<file path="src/rtl/miner_chan_regs.sv">
// miner_chan_regs: per-channel go/src/dst/len register file on regbus.
// Start pulses, busy tracking, sticky W1C status and a masked level irq.
module miner_chan_regs #(
   parameter int NUM_CHANNELS   = 4,
   parameter int DATA_WIDTH     = 32,
   parameter int ADDR_WIDTH     = 32,
   parameter int DMA_ADDR_WIDTH = 30,
   parameter int LEN_WIDTH      = 32
) (
   input  logic                                     clk,
   input  logic                                     rst_n,
   input  logic                                     reg_addr_valid,
   input  logic                                     reg_write,
   input  logic [ADDR_WIDTH-1:0]                    reg_addr,
   input  logic [DATA_WIDTH-1:0]                    reg_wdata,
   output logic [DATA_WIDTH-1:0]                    reg_rdata,
   output logic                                     reg_ready,
   output logic [NUM_CHANNELS-1:0]                  go,
   output logic [NUM_CHANNELS-1:0]                  busy,
   input  logic [NUM_CHANNELS-1:0]                  done,
   output logic [NUM_CHANNELS*DMA_ADDR_WIDTH-1:0]   src_addr,
   output logic [NUM_CHANNELS*DMA_ADDR_WIDTH-1:0]   dst_addr,
   output logic [NUM_CHANNELS*LEN_WIDTH-1:0]        length,
   output logic                                     irq
);

   typedef enum logic {
      IDLE = 1'b0,
      ACK  = 1'b1
   } state_t;

   state_t state_q, state_d;
   logic   capture;

   logic                  req_wr_q;
   logic [1:0]            req_word_q;
   logic [3:0]            req_ch_q;
   logic [DATA_WIDTH-1:0] req_wdata_q;
   logic [DATA_WIDTH-1:0] rdata_q, rd_mux;
   logic                  wr_en;

   logic [NUM_CHANNELS-1:0] busy_q, go_q, irq_en_q, sts_done_q, err_q;
   logic                    irq_q;

   logic [NUM_CHANNELS-1:0][DMA_ADDR_WIDTH-1:0] src_q, dst_q;
   logic [NUM_CHANNELS-1:0][LEN_WIDTH-1:0]      len_q;

   logic [NUM_CHANNELS-1:0] wr_ctrl, wr_cfg;
   logic [NUM_CHANNELS-1:0] wr_src, wr_dst, wr_len;
   logic [NUM_CHANNELS-1:0] busy_eff, start, err_set, done_set;
   logic [NUM_CHANNELS-1:0] done_clr, err_clr;

   logic unused_bits;
   assign unused_bits = ^{reg_addr[ADDR_WIDTH-1:8], reg_addr[1:0]};

   always_comb begin
      state_d = state_q;
      capture = 1'b0;
      unique case (state_q)
         IDLE: begin
            if (reg_addr_valid) begin
               state_d = ACK;
               capture = 1'b1;
            end
         end
         ACK: state_d = IDLE;
         default: state_d = IDLE;
      endcase
   end

   always_ff @(posedge clk or negedge rst_n) begin
      if (!rst_n) begin
         state_q <= IDLE;
      end else begin
         state_q <= state_d;
      end
   end

   always_ff @(posedge clk or negedge rst_n) begin
      if (!rst_n) begin
         req_wr_q    <= 1'b0;
         req_word_q  <= '0;
         req_ch_q    <= '0;
         req_wdata_q <= '0;
         rdata_q     <= '0;
      end else begin
         if (capture) begin
            req_wr_q    <= reg_write;
            req_word_q  <= reg_addr[3:2];
            req_ch_q    <= reg_addr[7:4];
            req_wdata_q <= reg_wdata;
         end
         rdata_q <= capture ? rd_mux : '0;
      end
   end

   // Unmatched channel indices fall through and read as zero.
   always_comb begin
      rd_mux = '0;
      for (int i = 0; i < NUM_CHANNELS; i++) begin
         if (reg_addr[7:4] == 4'(i)) begin
            unique case (reg_addr[3:2])
               2'd0: rd_mux[3:0] = {err_q[i], sts_done_q[i],
                                    irq_en_q[i], busy_q[i]};
               2'd1: rd_mux[DMA_ADDR_WIDTH-1:0] = src_q[i];
               2'd2: rd_mux[DMA_ADDR_WIDTH-1:0] = dst_q[i];
               2'd3: rd_mux[LEN_WIDTH-1:0] = len_q[i];
               default: rd_mux = '0;
            endcase
         end
      end
   end

   assign wr_en = (state_q == ACK) && req_wr_q;

   // A done on the same edge retires the run before the write is judged.
   always_comb begin
      for (int i = 0; i < NUM_CHANNELS; i++) begin
         wr_ctrl[i]  = wr_en && (req_ch_q == 4'(i)) && (req_word_q == 2'd0);
         wr_cfg[i]   = wr_en && (req_ch_q == 4'(i)) && (req_word_q != 2'd0);
         busy_eff[i] = busy_q[i] & ~done[i];
         done_set[i] = busy_q[i] & done[i];
         start[i]    = wr_ctrl[i] & req_wdata_q[0] & ~busy_eff[i];
         err_set[i]  = busy_eff[i] &
                       ((wr_ctrl[i] & req_wdata_q[0]) | wr_cfg[i]);
         done_clr[i] = wr_ctrl[i] & req_wdata_q[2];
         err_clr[i]  = wr_ctrl[i] & req_wdata_q[3];
         wr_src[i]   = wr_cfg[i] && !busy_eff[i] && (req_word_q == 2'd1);
         wr_dst[i]   = wr_cfg[i] && !busy_eff[i] && (req_word_q == 2'd2);
         wr_len[i]   = wr_cfg[i] && !busy_eff[i] && (req_word_q == 2'd3);
      end
   end

   always_ff @(posedge clk or negedge rst_n) begin
      if (!rst_n) begin
         busy_q     <= '0;
         go_q       <= '0;
         irq_en_q   <= '0;
         sts_done_q <= '0;
         err_q      <= '0;
         src_q      <= '0;
         dst_q      <= '0;
         len_q      <= '0;
         irq_q      <= 1'b0;
      end else begin
         for (int i = 0; i < NUM_CHANNELS; i++) begin
            go_q[i]       <= start[i];
            busy_q[i]     <= start[i] | busy_eff[i];
            sts_done_q[i] <= done_set[i] | (sts_done_q[i] & ~done_clr[i]);
            err_q[i]      <= err_set[i] | (err_q[i] & ~err_clr[i]);
            if (wr_ctrl[i]) begin
               irq_en_q[i] <= req_wdata_q[1];
            end
            if (wr_src[i]) begin
               src_q[i] <= req_wdata_q[DMA_ADDR_WIDTH-1:0];
            end
            if (wr_dst[i]) begin
               dst_q[i] <= req_wdata_q[DMA_ADDR_WIDTH-1:0];
            end
            if (wr_len[i]) begin
               len_q[i] <= req_wdata_q[LEN_WIDTH-1:0];
            end
         end
         irq_q <= |(sts_done_q & irq_en_q);
      end
   end

   assign reg_ready = (state_q == ACK);
   assign reg_rdata = rdata_q;
   assign go        = go_q;
   assign busy      = busy_q;
   assign irq       = irq_q;
   assign src_addr  = src_q;
   assign dst_addr  = dst_q;
   assign length    = len_q;

endmodule
</file>
<file path="config.mk">
export PLATFORM = sky130hd
export DESIGN_NAME = miner_chan_regs
export DESIGN_NICKNAME = d
export VERILOG_FILES = /design/src/rtl/miner_chan_regs.sv
export SDC_FILE = /design/constraint.sdc
export NUM_CORES = 1
export LEC_CHECK = 0
export CORE_MARGIN = 3
export CORE_UTILIZATION = 54
export DETAILED_ROUTE_END_ITERATION = 8
export HOLD_SLACK_MARGIN = 0.15
export PLACE_DENSITY = 0.95
export SETUP_SLACK_MARGIN = 0.4
export SLEW_MARGIN = 20
export SYNTH_ARGS = -nofsm -noshare
export SYNTH_HDL_FRONTEND = slang
export SYNTH_SLANG_ARGS = --single-unit
</file>
<file path="constraint.sdc">
create_clock -name clk -period 4.8 [get_ports clk]
set_input_delay 0.96 -clock clk [delete_from_list [all_inputs] [get_ports clk]]
set_output_delay 0.96 -clock clk [all_outputs]
set_load 0.005 [all_outputs]
</file>
=== Yosys cells after proc, flatten, opt, wreduce, memory -nomap -nowiden ===
Cells that the tools add are included.

* Word-level logic and storage cells: 168
* Output and inout port bits: 410
* Flip-flop bits (word level): 461

* Multiplexer cells: 20
* Equal/unequal tests: 12
* Bitwise gates (word level): 70
* Reductions and logical operators: 39

{| class="wikitable"
|+ Operators by type and width
! operator !! count
|-
| 26-bit case mux with 3 select lines || 4
|-
| 32-bit 2-to-1 mux || 5
|-
| 4-bit case mux with 4 select lines || 4
|-
| 1-bit AND || 36
|-
| 1-bit logical AND || 29
|-
| 1-bit NOT || 17
|-
| 4-bit by 2-bit equality test with 1-bit output (second input constant) || 4
|-
| 1-bit OR || 16
|-
| 2-bit equality test (second input constant) || 4
|-
| 4-bit by 1-bit equality test with 1-bit output (second input constant) || 2
|-
| 4-bit logical NOT || 2
|-
| 2-bit 2-to-1 mux || 4
|-
| 4-bit AND || 1
|-
| 2-bit by 1-bit equality test with 1-bit output (second input constant) || 2
|-
| 1-bit logical NOT || 4
|-
| 2-bit logical NOT || 2
|-
| 4-bit OR reduction || 1
|-
| 1-bit 2-to-1 mux || 2
|-
| 1-bit case mux with 2 select lines || 1
|-
| 2-bit nonzero test || 1
|}

=== Logic depth before layout (Yosys ltp) ===
* Word-level depth: 10
* Mapped depth: 7
* Depth with buffers taken out: 5

=== Worst setup path before layout ===
No wires, ideal clock.

* Path kind: input to register
* From: input port reg_addr[3]
* To: register rdata_q[10], in the netlist reg_rdata[10]
* Required time: 4.674 ns
* Stages on the path: 6
* Setup time: 0.126 ns
* Arrival time: 2.397 ns
* Slack: 2.277 ns
* Cell sequence: buf_2 -> buf_1 -> mux2_2 -> a221oi_1 -> nor2_1 -> a221o_1

* Cells in the longest elaborated chain, start to end: 10

{| class="wikitable"
|+ Ends and longest elaborated chain
! element !! line !! source
|-
| from (decl) || 14 || <nowiki>input logic [ADDR_WIDTH-1:0] reg_addr,</nowiki>
|-
| 2-bit equality test / 2-bit by 1-bit equality test with 1-bit output (equally long branches) || 102 || <nowiki>unique case (reg_addr[3:2])</nowiki>
|-
| 26-bit case mux with 3 select lines || 102 ||
|-
| 32-bit 2-to-1 mux || 101 || <nowiki>if (reg_addr[7:4] == 4'(i)) begin</nowiki>
|-
| 26-bit case mux with 3 select lines || 102 ||
|-
| 32-bit 2-to-1 mux || 101 ||
|-
| 26-bit case mux with 3 select lines || 102 ||
|-
| 32-bit 2-to-1 mux || 101 ||
|-
| 26-bit case mux with 3 select lines || 102 ||
|-
| 32-bit 2-to-1 mux (*) || 101 ||
|-
| 32-bit 2-to-1 mux (*) || 93 || <nowiki>rdata_q <= capture ? rd_mux : '0;</nowiki>
|-
| to (signal assigned) || 93 ||
|-
| to (decl) || 39 || <nowiki>logic [DATA_WIDTH-1:0] rdata_q, rd_mux;</nowiki>
|}

Mark *: on every way between the ends. The rest lies on a longest branch, timed or not.
A chain may end at the register's enable or synchronous reset.

=== Worst setup path in the final report ===
* From: input port done[2]
* To: register src_q, in the netlist src_addr[82]

* Cells in the longest elaborated chain, start to end: 5

{| class="wikitable"
|+ Ends and longest elaborated chain
! element !! line !! source
|-
| from (decl) || 20 || <nowiki>input logic [NUM_CHANNELS-1:0] done,</nowiki>
|-
| 1-bit NOT || 121 || <nowiki>busy_eff[i] = busy_q[i] & ~done[i];</nowiki>
|-
| 1-bit AND || 121 ||
|-
| 1-bit logical NOT || 128 || <nowiki>wr_src[i] = wr_cfg[i] && !busy_eff[i] && (req_word_q == 2'd1);</nowiki>
|-
| 1-bit logical AND (2 in series) || 128 ||
|-
| to (signal, indexed assignment) || 155 || <nowiki>src_q[i] <= req_wdata_q[DMA_ADDR_WIDTH-1:0];</nowiki>
|-
| to (decl) || 45 || <nowiki>logic [NUM_CHANNELS-1:0][DMA_ADDR_WIDTH-1:0] src_q, dst_q;</nowiki>
|}

Every way passes these cells.

==> summary.txt <==
STA
  • Setup TNS Final: 0 ns
  • Slew HR: 22.5%
  • Max Fclk: 314 MHz
  • Worst slew pin tran: 1.16 ns
  • Post-layout min period: 3.18 ns
  • Final setup violation count: 0
  • Slew Limit Fails: 0
  • Period utilization: 66.3%
  • RSZ-0062 raised after global routing: no
  • Final setup margin: 1.62 ns
  • Endpoints failing hold: 0
  • Clock skew after layout: 0.0103 ns

Layout
  • Area growth syn-to-layout: 31.6%
  • Nets: 2001
  • Layout cells sized above 1: 31.1%
  • Most common cell after layout, fill and taps aside: mux2_2
  • Finished Cell Area: 0.0268 sq mm
  • FILL cells: 2189
  • Diode count: 0
  • Commonest cells after routing, fill and taps aside: mux2_2, dfrtp_1, clkdlybuf4s50_1, nand2_1, a221oi_1

Placement
  • Cell Area, Placed: 0.0253 sq mm
  • Routability cong.: 0.886
  • Pre-CTS setup slack: 1.15 ns
  • DPL Wire Length: 44900 um
  • Count of port buffers added during placement: 455

Synthesis
  • Top cells by area, synth: dfrtp_1, mux2_2, nand2_1
  • Net Count, Synth: 1597
  • Fraction of the yosys area taken by sequential cells: 56.6%
  • Largest family of logic cells by synthesized area: multiplexers
  • Simple logic cell fraction of the synthesized area: 5.57%
  • Post-synthesis mux area share: 27.8%
  • Post-Synthesis Cells: 1525
  • Synth warn: 0
  • Mapped cell area: 0.0204 sq mm
  • Seq cells post-synth: 461
  • Average size of a mapped cell: 13.4 sq um
  • Adder-Cell Fraction of Synth Area: 0%
  • Yosys cell types: 43
  • Top-area cell type share of the netlist area: 56.6%
  • Top cell type by total area after synthesis: dfrtp_1
  • Post-Synth XOR/XNOR Area: 0%
  • Post-synthesis compound-gate area fraction: 6.98%

Global routing
  • First-pass GRT wire length: 108000 um
  • GRT Total Usage: 34.9%
  • Vias in the first global route: 17100
  • Largest net degree at the start of global routing: 121
  • GR Overflow Total: 0
  • Initial antenna violation count: 0

Floorplan
  • Starting Density: 55.3%
  • Chip Width: 200 um
  • Die area: 0.0401 sq mm
  • Die Span Y: 200 um
  • Row count: 70
  • Ports: 482
  • Core area: 0.0369 sq mm

Worst setup path
  • Required @ worst endpoint: 5.25 ns
  • CP Cell Sequence: clkdlybuf4s50_1 > nor2b_1 > nor2_1 > nand2_2 > buf_4 > mux2_2
  • Setup CP Type: in2reg
  • Worst path arrival time: 3.63 ns
  • Largest stage delay on the critical path: 0.57 ns
  • Slowest CP cell: nor2b_1
  • Crit-path max FO: 16
  • Crit. End Element: register
  • Startpoint Class: primary input

Clock network
  • TritonCTS clock tree: built
  • Root buf cell: clkbuf_16
  • Deepest clock path buffer count: 3
  • TritonCTS Buffers: 47
  • Clk_lat worst skew: 0.57 ns
  • CTS Hold Bufs: 0
  • Clock slew at reported path FFs: 0.06 ns
  • CTS resizes: 0
  • Post-CTS Setup Bufs: 0
  • Clock sink count: 461
  • H-tree levels: 2

Route
  • Vias: 15900
  • Post-route antenna net violation count: 0
  • DRT Wirelength: 71200 um
  • Detailed Route Iter0 Violations: 1237
  • Via density per instance: 6.45
  • Drt wl/cell: 28.9 um
  • DRC viols: 0
  • TritonRoute pass-1 iters: 7

Power
  • Clock power frac: 36.0%
  • Switching pwr: 2.69 mW
  • Worst vdd ir: 0.329 mV
  • Sw frac: 26.8%
  • Int Pwr: 7.34 mW
  • Leakage: 12.5 nW
  • Sequential power share: 47.1%
  • Total power per unit cell area: 374 mW/mm^2
  • Pwr Total: 10.0 mW
  • Power share of the combinational group: 16.9%

Job
  • Max_cap viols: 0

Run status
  • Outcome: finished, final reports clean

Hold path
  • Worst hold path class: in2async
-- per-stage QoR --
stage	cells	hold slack [ns]	utilization [%]
5_1_grt	2466	0.529	72.7
3_3_place_gp	2384	0.455	68.7
4_1_cts	2466	0.495	72.7
3_5_place_dp	2384	0.474	68.7
2_1_floorplan	1525	0.438	-
6_report	2466	0.499	72.7
-- cell families (layout without fill, tap and decap cells) --
kind of cell    Yosys count  after routing
simple gates            254            254
mux                     498            498
buf+inv                 139            576
flops                   461            461
compound gates          173            173
-- path summary, 6_finish.rpt --
path / startpoint / endpoint / slack (ns) / cells after the start
worst max-delay path: done[2] / src_addr[82] / 1.62 / 6
worst min-delay path: rst_n / length[117] / 0.50 / 1
worst max register to register: req_ch_q[2] / dst_addr[43] / 1.66 / 4
worst min register to register: req_ch_q[3] / req_ch_q[3] / 0.51 / 2
max in group asynchronous: rst_n / reg_rdata[12] / 3.19 / 2
min in group clk: req_ch_q[3] / req_ch_q[3] / 0.51 / 2
-- power by group through the flow --
stage	clock, mW	sequential [mW]	combinational, mW
after floorplan	0	4.60	0.693
after global placement	0	4.72	1.61
after detailed placement	0	4.76	1.67
after CTS	3.62	4.71	1.70
after global routing	3.79	4.77	1.79
final	3.61	4.73	1.70
-- sequential cells by signal, summed over array words and instances (netlist names) --
signal / flops
length: 128
dst_addr: 120
src_addr: 120
reg_rdata: 32
req_wdata_q: 32
busy: 4
err_q: 4
go: 4
irq_en_q: 4
req_ch_q: 4
sts_done_q: 4
req_word_q: 2
irq: 1
reg_ready: 1
req_wr_q: 1
-- cell usage after synthesis --
master,number
a221oi_1,58
nand4bb_1,1
a221o_1,20
nor3_4,2
clkinv_1,1
or2_2,1
and4bb_2,1
nand2_1,139
dfrtp_1,461
a21oi_1,8
buf_6,3
inv_1,3
nor4_1,7
a32o_1,3
and2_1,1
clkbuf_1,74
buf_2,33
mux2i_1,8
or2_1,1
mux4_2,6
nand2b_1,8
a2111oi_0,1
buf_4,9
mux2_2,477
mux2_1,7
buf_1,16
nor3b_1,2
a211oi_1,1
or3_4,1
o21ai_0,4
nand4b_1,1
nor3_1,13
nor2_1,56
a22o_1,25
nor2_2,1
a22oi_1,36
and3_1,2
nand3_1,7
nor4b_1,1
nor2b_1,8
nor4_4,1
o21a_1,9
o22ai_1,8
-- critical path: cells and delay by family --
kind,cells,cell delay (ns)
simple gates,3,1.34
buf+inv,2,0.92
mux,1,0.39
-- area by class of cell --
class	count	area (sq um)	area share [%]
sequential	461	11500	43.0
inverter	4	15.0	0.0560
clock inverter	8	68.8	0.257
multi-input combinational	925	8280	30.9
timing repair buffer	490	4850	18.1
tap	504	631	2.35
clock buffer	74	1420	5.30
-- metal layers --
layer	part of all wire (%)	up-vias	track usage, %
li1	-	6354	-
met1	35	8037	42.7
met2	47	1199	55.9
met3	11	313	11.0
met4	6.5	0	18.7
met5	0	-	0
Power figures use the tool's default switching activity.
